===== src/rtl/mult_unit_if.sv =====
// Request/result bundle for the iterative multiplier.
// master drives operands and start; slave returns status and HI/LO.
interface mult_unit_if #(
  parameter int WIDTH = 32
);
  logic             start;
  logic [WIDTH-1:0] a;
  logic [WIDTH-1:0] b;
  logic             busy;
  logic             done;
  logic [WIDTH-1:0] hi;
  logic [WIDTH-1:0] lo;

  modport master (
    output start, a, b,
    input  busy, done, hi, lo
  );

  modport slave (
    input  start, a, b,
    output busy, done, hi, lo
  );
endinterface


===== src/rtl/mult_unit.sv =====
// Iterative unsigned shift-add multiplier feeding the HI/LO registers.
// One product bit per cycle; HI/LO only move on a completion edge.
module mult_unit #(
  parameter int WIDTH = 32
) (
  input  logic        clk,
  input  logic        rst,
  mult_unit_if.slave  bus
);

  localparam int CW = $clog2(WIDTH) + 1;

  typedef enum logic [1:0] {
    IDLE = 2'd0,
    RUN  = 2'd1,
    DONE = 2'd2
  } state_t;

  state_t state_q;
  state_t state_d;

  logic [CW-1:0]      cnt;
  logic [WIDTH-1:0]   mcand;
  logic [2*WIDTH-1:0] acc;
  logic [2*WIDTH-1:0] acc_step;
  logic [WIDTH:0]     sum;
  logic [WIDTH-1:0]   hi_q;
  logic [WIDTH-1:0]   lo_q;
  logic               busy_q;
  logic               done_q;
  logic               accept;
  logic               last;

  assign accept = bus.start && (state_q != RUN);
  assign last   = (state_q == RUN) &&
                  (cnt == CW'(WIDTH - 1));

  always_ff @(posedge clk) begin
    if (rst) state_q <= IDLE;
    else     state_q <= state_d;
  end

  always_comb begin
    state_d = state_q;
    unique case (state_q)
      IDLE:    if (bus.start) state_d = RUN;
      RUN:     if (last) state_d = DONE;
      DONE:    state_d = bus.start ? RUN : IDLE;
      default: state_d = IDLE;
    endcase
  end

  // Carry of the upper-half add is kept and shifted back in.
  always_comb begin
    sum = {1'b0, acc[2*WIDTH-1:WIDTH]};
    if (acc[0]) sum = sum + {1'b0, mcand};
    acc_step = {sum, acc[WIDTH-1:1]};
  end

  always_ff @(posedge clk) begin
    if (rst) begin
      mcand <= '0;
      acc   <= '0;
      cnt   <= '0;
      hi_q  <= '0;
      lo_q  <= '0;
    end else if (accept) begin
      mcand <= bus.a;
      acc   <= {{WIDTH{1'b0}}, bus.b};
      cnt   <= '0;
    end else if (state_q == RUN) begin
      acc <= acc_step;
      cnt <= cnt + CW'(1);
      if (last) {hi_q, lo_q} <= acc_step;
    end
  end

  always_ff @(posedge clk) begin
    if (rst) begin
      busy_q <= 1'b0;
      done_q <= 1'b0;
    end else begin
      busy_q <= (state_d == RUN);
      done_q <= (state_d == DONE);
    end
  end

  assign bus.busy = busy_q;
  assign bus.done = done_q;
  assign bus.hi   = hi_q;
  assign bus.lo   = lo_q;

endmodule


===== src/flat_wrapper.sv =====
// flat-port wrapper written by rule: the top's interface ports become plain ports
module mult_unit_flat 
#(
  parameter int WIDTH = 32
)
  (clk, rst, bus_start, bus_a, bus_b, bus_busy, bus_done, bus_hi, bus_lo);
  mult_unit_if #(.WIDTH(WIDTH)) bus_i ();
  input  logic clk;
  input  logic rst;
  input wire logic [$bits(bus_i.start)-1:0] bus_start;
  input wire logic [$bits(bus_i.a)-1:0] bus_a;
  input wire logic [$bits(bus_i.b)-1:0] bus_b;
  output wire logic [$bits(bus_i.busy)-1:0] bus_busy;
  output wire logic [$bits(bus_i.done)-1:0] bus_done;
  output wire logic [$bits(bus_i.hi)-1:0] bus_hi;
  output wire logic [$bits(bus_i.lo)-1:0] bus_lo;
  assign bus_i.start = bus_start;
  assign bus_i.a = bus_a;
  assign bus_i.b = bus_b;
  assign bus_busy = bus_i.busy;
  assign bus_done = bus_i.done;
  assign bus_hi = bus_i.hi;
  assign bus_lo = bus_i.lo;
  mult_unit #(.WIDTH(WIDTH)) u_core (.clk(clk), .rst(rst), .bus(bus_i));
endmodule

===== config.mk =====
export PLATFORM = sky130hd
export DESIGN_NAME = mult_unit_flat
export DESIGN_NICKNAME = d
export VERILOG_FILES = /design/src/rtl/mult_unit_if.sv /design/src/rtl/mult_unit.sv /design/src/flat_wrapper.sv
export SDC_FILE = /design/constraint.sdc
export NUM_CORES = 1
export LEC_CHECK = 0
export CAP_MARGIN = 20
export CORE_AREA = 2 2 126 128
export CTS_BUF_LIST = sky130_fd_sc_hd__clkbuf_16
export DETAILED_ROUTE_END_ITERATION = 12
export DIE_AREA = 0 0 128 130
export PLACE_DENSITY = 0.81
export SETUP_SLACK_MARGIN = 0.5
export SLEW_MARGIN = 20
export SYNTH_ARGS = -nofsm -noshare
export SYNTH_HDL_FRONTEND = slang
export SYNTH_SLANG_ARGS = --single-unit
export TNS_END_PERCENT = 1

===== constraint.sdc =====
create_clock -name clk -period 3.2 [get_ports clk]
set_input_delay 0.64 -clock clk [delete_from_list [all_inputs] [get_ports clk]]
set_output_delay 0.64 -clock clk [all_outputs]
set_load 0.005 [all_outputs]

==> out/qor.csv <==
stage,metric,value,unit
floorplanning,rows,46,
yosys,yosys-top-cells-count,"dfxtp_1, nand2_1, nor2_1",
worst_setup_path,crit_slowest_cell,a221o_2,
yosys,syn_inst,982,
cts,cts_hold_buf,0,
drt,dr_total_vias,7399,
final_layout,regArea,3410,um2
worst_setup_path,slowest_delay,0.43,ns
worst_setup_path,path_cells,"ha_4, and2_1, and4_1, a221o_2, buf_4, nand4_2, a21oi_2, or3_1, a31oi_2, a211oi_1",
placed_design,dp_hpwl,13700,um
final_layout,synthToLayoutAreaGrowth,27.8,%
power,p_leak,3.93,nW
drt,first_iter_violations,669,
timing,worst_pin_slew,0.864,ns
final_layout,fill_cells,1231,
cts,cts_buffers,17,
yosys,synth_area_per_cell,8.28,um2
global_route,grt_overflow,0,
worst_setup_path,worstPathRequired,3.48,ns
worst_setup_path,crit_buf_inv,1,
final_layout,antenna_cells,0,
floorplanning,die_area,16600,um2
final_layout,nets,1183,
worst_setup_path,path_depth,10,
floorplanning,core_area,15400,um2
timing,fin_crit_sh,82.9,%
power,ir_drop,0.421,mV
global_route,grt_usage,24.9,%
placed_design,place_congestion,0.939,
outcome,status,finished clean,
timing,tns,0,ns
yosys,mappedNetlistArea,8130,um2
floorplanning,ioPinCount,133,
drt,drt-total-wl,21400,um
cts,htree_levels,4,
cts,cts_sinks,170,
yosys,synth_top_area_share,41.9,%
drt,wire_per_inst,16.6,um
yosys,synth_edf_count,0,
cts,root_buffer,clkbuf_16,
worst_setup_path,crit_path_end_kind,flip-flop,
timing,period_needed,2.65,ns
cts,clockBufferDepth,2,
cts,cts_tree,done,
drt,drtAntennaViolNets,0,
yosys,synth_seq_cells,170,
worst_setup_path,crit_family,simple AND/OR/NAND/NOR gates,
power,power_density,477,nW/um2
yosys,ys_types,58,
yosys,yosysWarnings,0,
timing,hold_viol_final,0,
timing,setup_violations,0,
timing,skew,0.00907,ns
yosys,yosysTopAreaCell,dfxtp_1,
final_layout,drive_above_1_share,9.59,%
timing,clock.fmax,0.377,GHz
yosys,syn_nets,1083,
placed_design,io_buffers,132,
yosys,synth_flop_cell,dfxtp_1,
drt,drc,0,
timing,slew_headroom,42.4,%
floorplanning,start_util,52.7,%
yosys,synth_area_leaders,"dfxtp_1, nand2_1, a21oi_1",
worst_setup_path,worstPathArrival,2.93,ns
yosys,synth.most_common_cell,dfxtp_1,
hold_path,whs_path_depth,2,
final_layout,multi_input_area,4640,um2
drt,routed_via_density,5.75,
floorplanning,chipWidth,128,um
yosys,synth_async_sr_flop_share,0,%
drt,drtPass1Iterations,5,
cts,clk_pin_slew,0.06,ns
global_route,antenna_found_initial,0,
worst_setup_path,path_max_fanout,4,
worst_setup_path,rr_worst_depth,10,
timing,final_max_slew_viol_count,0,
hold_path,hold_path_class,reg -> reg,
timing,holdWs,0.453,ns
worst_setup_path,critPathKind,reg -> reg,
cts,clk_latency,0.44,ns
worst_setup_path,start_kind,flip-flop,
timing,rsz0062_at_grt,yes,
global_route,first_global_vias,6770,
yosys,ys_seq_area_share,41.9,%
global_route,grt_max_degree,105,
global_route,grt_pass1_wl,33400,um
flow_run,cap_viol_max_count,0,
floorplanning,die_h,130,um
==> what timing repair did <==
action	4_1_cts	5_1_grt
gates resized for setup	11	36
endpoints found under the setup margin	6	21
buffers inserted	4	4
hold endpoints to repair	0	0
pin swaps	4	6
==> worst min-delay path, delay by kind of cell, from the launching register on <==
family             cells  cell delay [ns]
AOI/OAI and AO/OA      1             0.05
DFF                    1             0.31
and+or+nand+nor        1             0.05
==> through the flow <==
step	std cells	total power [mW]	instance area, um2	util [%]	worst slack (ns)
floorplan	982	2.72	8130	-	0.649
global placement	1247	2.91	9540	61.9	0.467
detailed placement	1247	2.93	9540	61.9	0.385
CTS	1283	4.94	10200	66.1	0.497
global route	1287	5.12	10400	67.4	0.430
finish	1287	4.96	10400	67.4	0.548
==> metal layers <==
metal / GRT usage, % / wire (um) / up-vias
met5: 0 / 0 / -
met4: 9.76 / 605 / 0
met3: 4.59 / 1100 / 46
met2: 40.9 / 10200 / 232
met1: 32.8 / 9430 / 3440
li1: - / - / 3681
==> placed cells by master, fill, tap and decap left out, drive strengths merged, types with 16 or more instances in the layout <==
| master | count |
|---|---|
| buf | 22 |
| nor2 | 112 |
| mux2i | 52 |
| clkbuf | 17 |
| a211oi | 72 |
| ha | 33 |
| a21oi | 109 |
| nand2 | 157 |
| dfxtp | 170 |
| o21ai | 33 |
| clkdlybuf4s50 | 130 |
| a21o | 16 |
==> where the power goes <==
group,internal (mW),switching [mW]
Combinational,0.281,0.349
Sequential,2.21,0.0876
Clock,1.15,0.885
==> sequential cells by signal (all words and copies together) (netlist names) <==
register,flops
u_core.bus.busy,1
u_core.state_q,2
u_core.bus.hi,32
u_core.bus.done,1
u_core.mcand,32
u_core.acc,64
u_core.cnt,6
u_core.bus.lo,32
==> area by class of cell <==
cell class	count	share of cell area [%]
Clock inverter	15	1.44
Clock buffer	17	4.09
Tap cell	192	2.31
Multi-Input combinational cell	733	44.7
Sequential cell	170	32.8
Inverter	8	0.289
Timing Repair Buffer	152	14.3
==> logic make-up (layout without fill, tap and decap cells) <==
family	count (synthesis)	count (layout)	synth area share (%)
AOI/OAI and AO/OA	277	277	21.7
and+or+nand+nor	342	342	17.9
buffers and inverters	79	192	3.71
adders and majority gates	34	34	5.32
xor gates and xnor gates	27	27	2.91
DFF	170	170	41.9
muxes	53	53	6.59
==> final timing paths <==
kind	startpoint	endpoint	slack, ns
max	u_core.acc[36]$_SDFFE_PP0P_	u_core.acc[54]$_SDFFE_PP0P_	0.55
min reg2reg	u_core.bus.lo[14]$_SDFFE_PP0P_	u_core.bus.lo[14]$_SDFFE_PP0P_	0.45
max reg2reg	u_core.acc[36]$_SDFFE_PP0P_	u_core.acc[54]$_SDFFE_PP0P_	0.55
min	u_core.bus.lo[14]$_SDFFE_PP0P_	u_core.bus.lo[14]$_SDFFE_PP0P_	0.45
Note: power is estimated with default switching activity, not from simulation.
